## config.mk

```make
export PLATFORM = sky130hd
export DESIGN_NAME = hex_digit_scanner_flat
export DESIGN_NICKNAME = d
export VERILOG_FILES = /design/src/rtl/hex_digit_scanner_pkg.sv /design/src/rtl/hex_digit_scanner_if.sv /design/src/rtl/hex_digit_scanner_slot_timer.sv /design/src/rtl/hex_digit_scanner.sv /design/src/flat_wrapper.sv
export SDC_FILE = /design/constraint.sdc
export NUM_CORES = 1
export LEC_CHECK = 0
export CORE_MARGIN = 2
export CORE_UTILIZATION = 40
export CTS_CLUSTER_SIZE = 28
export DETAILED_ROUTE_END_ITERATION = 6
export PLACE_DENSITY_LB_ADDON = 0.08
export SLEW_MARGIN = 10
export SYNTH_ARGS = -nofsm -noshare
export SYNTH_HDL_FRONTEND = slang
export SYNTH_SLANG_ARGS = --single-unit
```

## constraint.sdc

```tcl
create_clock -name clk -period 2.8 [get_ports clk]
set_clock_uncertainty 0.05 [all_clocks]
set_input_delay 0.56 -clock clk [delete_from_list [all_inputs] [get_ports clk]]
set_output_delay 0.56 -clock clk [all_outputs]
set_load 0.02 [all_outputs]
```

## src/rtl/hex_digit_scanner_pkg.sv

```systemverilog
// hex_digit_scanner_pkg: shared FSM encodings and anode polarity for the hex digit scanner
package hex_digit_scanner_pkg;
  typedef enum logic {
    ST_BLANK = 1'b0,
    ST_SHOW  = 1'b1
  } state_t;
  localparam logic DIGIT_OFF = 1'b1;
endpackage

```

## src/rtl/hex_digit_scanner_if.sv

```systemverilog
// hex_digit_scanner_if: value/strobe inputs and display outputs of the hex digit scanner
interface hex_digit_scanner_if #(
  parameter int NUM_DIGITS = 4
);
  logic [4*NUM_DIGITS-1:0] value;
  logic                    load;
  logic                    lzb_en;
  logic [3:0]              x;
  logic [NUM_DIGITS-1:0]   digit_en;
  logic                    frame_done;
  logic                    update_pending;
  modport master (
    output value, load, lzb_en,
    input  x, digit_en, frame_done, update_pending
  );
  modport slave (
    input  value, load, lzb_en,
    output x, digit_en, frame_done, update_pending
  );
endinterface

```

## src/rtl/hex_digit_scanner_slot_timer.sv

```systemverilog
// slot_timer: slot counter, digit index and blank/show FSM; exposes current and next-cycle timing flags
module slot_timer
  import hex_digit_scanner_pkg::*;
#(
  parameter int NUM_DIGITS   = 4,
  parameter int TICK_DIV     = 50000,
  parameter int BLANK_CYCLES = 16
) (
  input  logic                          clk,
  input  logic                          rst,
  output logic [$clog2(NUM_DIGITS)-1:0] idx_nxt_o,
  output logic                          in_blank_o,
  output logic                          slot_last_o,
  output logic                          frame_last_o,
  output logic                          frame_last_nxt_o
);
  localparam int CW = $clog2(TICK_DIV);
  localparam int IW = $clog2(NUM_DIGITS);
  logic [CW-1:0] cnt_q, cnt_d;
  logic [IW-1:0] idx_q, idx_d;
  state_t        st_q, st_d;
  logic          slot_last, idx_last;
  // Next-state for counter, digit index and blank/show phase
  always_comb begin
    slot_last = cnt_q == CW'(TICK_DIV - 1);
    idx_last  = idx_q == IW'(NUM_DIGITS - 1);
    cnt_d     = slot_last ? '0 : cnt_q + CW'(1);
    idx_d     = slot_last ? (idx_last ? '0 : idx_q + IW'(1)) : idx_q;
    st_d      = (st_q == ST_BLANK) ? ((cnt_q == CW'(BLANK_CYCLES - 1)) ? ST_SHOW : ST_BLANK)
                                   : (slot_last ? ST_BLANK : ST_SHOW);
  end
  // Timing state registers
  always_ff @(posedge clk or posedge rst) begin
    if (rst) begin
      cnt_q <= '0;
      idx_q <= '0;
      st_q  <= ST_BLANK;
    end else begin
      cnt_q <= cnt_d;
      idx_q <= idx_d;
      st_q  <= st_d;
    end
  end
  // Output registers downstream load from the _nxt flags so they line up with the cycle they describe
  assign idx_nxt_o        = idx_d;
  assign in_blank_o       = st_d == ST_BLANK;
  assign slot_last_o      = slot_last;
  assign frame_last_o     = slot_last && idx_last;
  assign frame_last_nxt_o = (cnt_d == CW'(TICK_DIV - 1)) && (idx_d == IW'(NUM_DIGITS - 1));
endmodule

```

## src/rtl/hex_digit_scanner.sv

```systemverilog
// hex_digit_scanner: time-multiplexed N-digit hex display driver with frame-synchronous updates
module hex_digit_scanner
  import hex_digit_scanner_pkg::*;
#(
  parameter int NUM_DIGITS   = 4,
  parameter int TICK_DIV     = 50000,
  parameter int BLANK_CYCLES = 16
) (
  input logic               clk,
  input logic               rst,
  hex_digit_scanner_if.slave bus
);
  localparam int W  = 4 * NUM_DIGITS;
  localparam int IW = $clog2(NUM_DIGITS);
  logic [W-1:0]          shadow_q, shadow_d, disp_q, disp_d;
  logic                  pending_q, pending_d;
  logic [3:0]            x_q, x_d;
  logic [NUM_DIGITS-1:0] digit_en_q, digit_en_d, lz;
  logic                  frame_done_q;
  logic                  nz;
  logic [IW-1:0]         idx_nxt;
  logic                  in_blank, slot_last, frame_last, frame_last_nxt;
  slot_timer #(
    .NUM_DIGITS  (NUM_DIGITS),
    .TICK_DIV    (TICK_DIV),
    .BLANK_CYCLES(BLANK_CYCLES)
  ) u_timer (
    .clk             (clk),
    .rst             (rst),
    .idx_nxt_o       (idx_nxt),
    .in_blank_o      (in_blank),
    .slot_last_o     (slot_last),
    .frame_last_o    (frame_last),
    .frame_last_nxt_o(frame_last_nxt)
  );
  // Shadow capture and frame-end commit; a load landing on the commit cycle goes straight to disp
  always_comb begin
    shadow_d  = bus.load ? bus.value : shadow_q;
    disp_d    = frame_last ? (bus.load ? bus.value : (pending_q ? shadow_q : disp_q)) : disp_q;
    pending_d = frame_last ? 1'b0 : (bus.load | pending_q);
  end
  // Leading-zero mask, digit nibble and anode select for the upcoming cycle
  always_comb begin
    nz = 1'b0;
    lz = '0;
    for (int i = NUM_DIGITS - 1; i >= 0; i--) begin
      nz    = nz | (disp_d[4*i +: 4] != 4'h0);
      lz[i] = bus.lzb_en && !nz && (i != 0);
    end
    x_d                 = slot_last ? disp_d[{idx_nxt, 2'b00} +: 4] : x_q;
    digit_en_d          = {NUM_DIGITS{DIGIT_OFF}};
    digit_en_d[idx_nxt] = (in_blank || lz[idx_nxt]) ? DIGIT_OFF : ~DIGIT_OFF;
  end
  // Value storage and registered display outputs
  always_ff @(posedge clk or posedge rst) begin
    if (rst) begin
      shadow_q     <= '0;
      disp_q       <= '0;
      pending_q    <= 1'b0;
      x_q          <= '0;
      digit_en_q   <= {NUM_DIGITS{DIGIT_OFF}};
      frame_done_q <= 1'b0;
    end else begin
      shadow_q     <= shadow_d;
      disp_q       <= disp_d;
      pending_q    <= pending_d;
      x_q          <= x_d;
      digit_en_q   <= digit_en_d;
      frame_done_q <= frame_last_nxt;
    end
  end
  assign bus.x              = x_q;
  assign bus.digit_en       = digit_en_q;
  assign bus.frame_done     = frame_done_q;
  assign bus.update_pending = pending_q;
endmodule

```

## src/flat_wrapper.sv

```systemverilog
// flat-port wrapper written by rule: the top's interface ports become plain ports
module hex_digit_scanner_flat import hex_digit_scanner_pkg::*;
#(
  parameter int NUM_DIGITS   = 4,
  parameter int TICK_DIV     = 50000,
  parameter int BLANK_CYCLES = 16
)
  (clk, rst, bus_value, bus_load, bus_lzb_en, bus_x, bus_digit_en, bus_frame_done, bus_update_pending);
  hex_digit_scanner_if #(.NUM_DIGITS(NUM_DIGITS)) bus_i ();
  input logic clk;
  input logic rst;
  input wire logic [$bits(bus_i.value)-1:0] bus_value;
  input wire logic [$bits(bus_i.load)-1:0] bus_load;
  input wire logic [$bits(bus_i.lzb_en)-1:0] bus_lzb_en;
  output wire logic [$bits(bus_i.x)-1:0] bus_x;
  output wire logic [$bits(bus_i.digit_en)-1:0] bus_digit_en;
  output wire logic [$bits(bus_i.frame_done)-1:0] bus_frame_done;
  output wire logic [$bits(bus_i.update_pending)-1:0] bus_update_pending;
  assign bus_i.value = bus_value;
  assign bus_i.load = bus_load;
  assign bus_i.lzb_en = bus_lzb_en;
  assign bus_x = bus_i.x;
  assign bus_digit_en = bus_i.digit_en;
  assign bus_frame_done = bus_i.frame_done;
  assign bus_update_pending = bus_i.update_pending;
  hex_digit_scanner #(.NUM_DIGITS(NUM_DIGITS), .TICK_DIV(TICK_DIV), .BLANK_CYCLES(BLANK_CYCLES)) u_core (.clk(clk), .rst(rst), .bus(bus_i));
endmodule
```

==> impl_metrics.py <==
metrics = {
    "timing": {
        "clock.fmax_mhz": 378,
        "timing_worst_slew_pin_value_ns": 0.518,
        "grt_setup_unrepaired": "false",
        "slew_headroom_pct": 65.4,
        "finalSetupViolCount": 0,
        "report.final.slew_viol_count": 0,
        "hold_violations": 0,
        "final.min_clock_period_ns": 2.65,
        "min_period_over_period_pct": 94.6,
    },
    "synth": {
        "yosysTopAreaCellShare_pct": 49.5,
        "synth_enable_flop_cells": 0,
        "post_synth_inst_count": 279,
        "yosys.cell_count.top_type": "sky130_fd_sc_hd__dfrtp_1",
        "ys_types": 48,
        "netlist_area_um2": 2880,
        "synth_area_leader_cell": "sky130_fd_sc_hd__dfrtp_1",
        "mappedNetlistNets": 301,
        "synth.yosys.seq_area_share_pct": 53.2,
        "synthFlopType": "sky130_fd_sc_hd__dfrtp_1",
        "synthesis.area_per_instance_um2": 10.3,
        "ys_async_rst_share_pct": 100,
        "synth-seq-cells": 61,
        "synth-warning-count": 0,
        "synth_top_cells_by_count": "sky130_fd_sc_hd__dfrtp_1 (57), sky130_fd_sc_hd__nor2_1 (22), sky130_fd_sc_hd__nand3_1 (19), sky130_fd_sc_hd__nand2_1 (18), sky130_fd_sc_hd__o21ai_0 (17)",
        "main_area_contributors_after_synthesis": "sky130_fd_sc_hd__dfrtp_1 (50%), sky130_fd_sc_hd__mux2i_1 (4.2%), sky130_fd_sc_hd__dfstp_2 (3.7%)",
    },
    "critical_path": {
        "worstSetupEndpointType": "register",
        "worst_path_dominant_cell_family": "simple AND/OR/NAND/NOR gates",
        "cp.required_ns": 2.97,
        "worst_setup_path_start_kind": "register",
        "timing.critical_path.slowest_stage_cell": "sky130_fd_sc_hd__or4_4",
        "startpoint": "u_core.u_timer.cnt_q[11]",
        "crit_path_max_fanout": 12,
        "timing.setup.critical_path_class": "register to register",
        "cp_data_arrival_time_ns": 2.82,
        "path_buf_inv": 3,
        "timing.critical_path.slowest_cell_delay_ns": 0.56,
        "regToRegStartpoint": "u_core.u_timer.cnt_q[11]",
        "path_cells": "or4_4 -> or4_4 -> buf_8 -> buf_4 -> nand3_1 -> nand2_1 -> buf_4 -> o2111ai_4 -> o2111ai_2",
    },
    "clock_network": {
        "cts_tree": "yes",
        "ctsHoldBuffers": 0,
        "numCtsBuffers": 9,
        "cts_root_buf": "sky130_fd_sc_hd__clkbuf_8",
        "worst_setup_hold_path_clk_slew_ns": 0.06,
        "ctsHtreeMaxLevel": 3,
        "clk_sinks": 61,
        "clock_tree.buffer_depth": 2,
        "later_pin_clock_latency_in_the_skew_report_ns": 0.33,
    },
    "grt": {
        "grt_first_pass_wirelength_mm": 11.3,
        "grt_antenna_before_repair": 0,
        "overflow": 0,
        "global_route.usage.total_pct": 19.6,
        "maximum_number_of_pins_on_one_net_before_global_route_repair": 30,
        "vias_in_the_first_global_route": 2248,
    },
    "floorplan": {
        "floorplan.die.height_um": 88.8,
        "die-area_um2": 7890,
        "floorplan.rows": 30,
        "initial_core_utilization_pct": 41.9,
        "coreArea_um2": 6870,
        "dieWidth_um": 88.8,
        "ioPinCount": 30,
    },
    "finish": {
        "insertedDiodeCount": 0,
        "final.fill_count": 648,
        "final-seq-area_um2": 1530,
        "drive_gt1_share_pct": 19.5,
        "num-nets-final": 355,
        "area_growth_from_synthesis_to_final_layout_pct": 28.6,
        "multi_input_area_um2": 1280,
        "post_layout_nonfiller_instances": 434,
    },
    "status": {
        "run_status": "finished, final reports clean",
    },
    "placement": {
        "io_buffer_count": 29,
        "place_congestion": 0.832,
        "post-place-cells": 417,
        "dp_hpwl_mm": 5.00,
    },
    "detailed_routing": {
        "route.vias.total": 2238,
        "postRouteAntennaNets": 0,
        "drt_first_iter_violations": 130,
        "drt-vias-per-instance": 5.16,
        "drt-wirelength-per-cell_um": 16.0,
        "detail_route.drc_violations": 0,
        "dr.pass1.iters": 4,
        "drt-total-wl_mm": 6.93,
    },
    "pwr": {
        "cellPowerDensity_nw_per_um2": 470,
        "power.static_leakage_uw": 0.00166,
        "max_vdd_drop_uv": 216,
        "fin_total_pwr_uw": 1740,
    },
    "hold_path": {
        "hp-class": "register to register",
        "hold_path.startpoint": "u_core.u_timer.cnt_q[0]",
    },
    "job": {
        "maxCapViolations": 0,
    },
}
-- worst register-to-register path, stage by stage, from the launching register on --
cell                        delay [ns]
sky130_fd_sc_hd__dfrtp_1          0.38
sky130_fd_sc_hd__or4_4            0.56
sky130_fd_sc_hd__or4_4            0.51
sky130_fd_sc_hd__buf_8            0.17
sky130_fd_sc_hd__buf_4            0.16
sky130_fd_sc_hd__nand3_1          0.07
sky130_fd_sc_hd__nand2_1          0.08
sky130_fd_sc_hd__buf_4            0.17
sky130_fd_sc_hd__o2111ai_4        0.22
sky130_fd_sc_hd__o2111ai_2        0.16
-- per-layer routing --
layer  wire, um  global-route usage, %  vias to the layer above
li1           -                      -                     1102
met1       3110                   24.1                     1085
met2       3450                   32.6                       40
met3        233                   6.06                       11
met4        131                   7.02                        0
met5          0                      0                        -
-- cell usage in the layout (no fill, tap or decap), types with 2 or more instances in the layout --
cell,n
sky130_fd_sc_hd__o211ai_1,3
sky130_fd_sc_hd__dfstp_2,4
sky130_fd_sc_hd__nand4b_1,2
sky130_fd_sc_hd__a31oi_1,4
sky130_fd_sc_hd__a21oi_1,10
sky130_fd_sc_hd__nor4_1,4
sky130_fd_sc_hd__nor3_2,2
sky130_fd_sc_hd__a221oi_1,2
sky130_fd_sc_hd__or3_1,2
sky130_fd_sc_hd__mux2_2,7
sky130_fd_sc_hd__and3_1,2
sky130_fd_sc_hd__clkbuf_1,3
sky130_fd_sc_hd__inv_1,15
sky130_fd_sc_hd__nor2_1,21
sky130_fd_sc_hd__o21a_1,2
sky130_fd_sc_hd__nand2_1,18
sky130_fd_sc_hd__a21o_1,5
sky130_fd_sc_hd__nor3_1,5
sky130_fd_sc_hd__nand3b_1,2
sky130_fd_sc_hd__or4_4,2
sky130_fd_sc_hd__o21ai_0,15
sky130_fd_sc_hd__buf_4,24
sky130_fd_sc_hd__nand4_1,5
sky130_fd_sc_hd__xor2_1,7
sky130_fd_sc_hd__ha_1,2
sky130_fd_sc_hd__clkdlybuf4s50_1,29
sky130_fd_sc_hd__o21ai_1,5
sky130_fd_sc_hd__dfrtp_1,57
sky130_fd_sc_hd__clkbuf_8,12
sky130_fd_sc_hd__nand3_1,19
sky130_fd_sc_hd__and2_1,6
sky130_fd_sc_hd__mux2i_1,11
sky130_fd_sc_hd__buf_12,2
sky130_fd_sc_hd__xnor2_1,8
-- worst paths after layout --
path	end	slack (ns)	depth (start not counted)
hold reg to reg	u_core.u_timer.cnt_q[0]	0.44	1
hold / removal	u_core.u_timer.cnt_q[0]	0.44	1
max in group asynchronous	u_core.bus.digit_en[0]	1.51	3
setup / recovery	u_core.bus.digit_en[1]	0.15	9
min in group asynchronous	u_core.disp_q[5]	0.53	2
setup reg to reg	u_core.bus.digit_en[1]	0.15	9
-- what timing repair did --
action	in CTS	in global routing
resized for setup	3	11
endpoints found under the setup margin	2	6
pin swaps	0	3
setup buffers	1	0
-- cell families (layout without fill, tap and decap cells) --
group,Yosys count,count (layout),share of synthesized area (%)
AOI/OAI and AO/OA,56,56,12.7
xor gates and xnor gates,15,15,4.56
adders and majority gates,2,2,0.869
buffers and inverters,30,89,4.43
DFF,61,61,53.2
muxes,20,20,7.39
and+or+nand+nor,95,95,16.9
-- registers in the layout (all words and copies together) (netlist names) --
signal	cells
u_core.shadow_q	16
u_core.u_timer.idx_q	2
u_core.bus.x	4
u_core.bus.frame_done	1
u_core.disp_q	16
u_core.bus.update_pending	1
u_core.u_timer.cnt_q	16
u_core.bus.digit_en	4
u_core.u_timer.st_q	1
-- report_power, final --
part	switching [uW]	internal, uW
clock	322	394
sequential	5.97	905
combinational	56.1	56.1
total	384	1360
-- layout make-up --
class	instances	share of cell area, %
clock buffer	15	4.77
clock inverter	1	0.135
sequential	61	41.4
inverter	17	1.72
timing repair buffer	56	14.2
multi-input combinational	188	34.6
tap	96	3.24
-- stage by stage --
stage	area, um2	utilization (%)	worst slack [ns]	hold slack (ns)	TNS [ns]
floorplan	2880	-	0.0142	0.395	0
global placement	3450	50.3	0.0553	0.425	0
detailed placement	3450	50.3	-0.0779	0.421	-0.112
CTS	3650	53.2	0.0173	0.439	0
global route	3700	53.9	0.00876	0.456	0
finish	3700	53.9	0.152	0.438	0
Note: power is estimated with default switching activity, not from simulation.
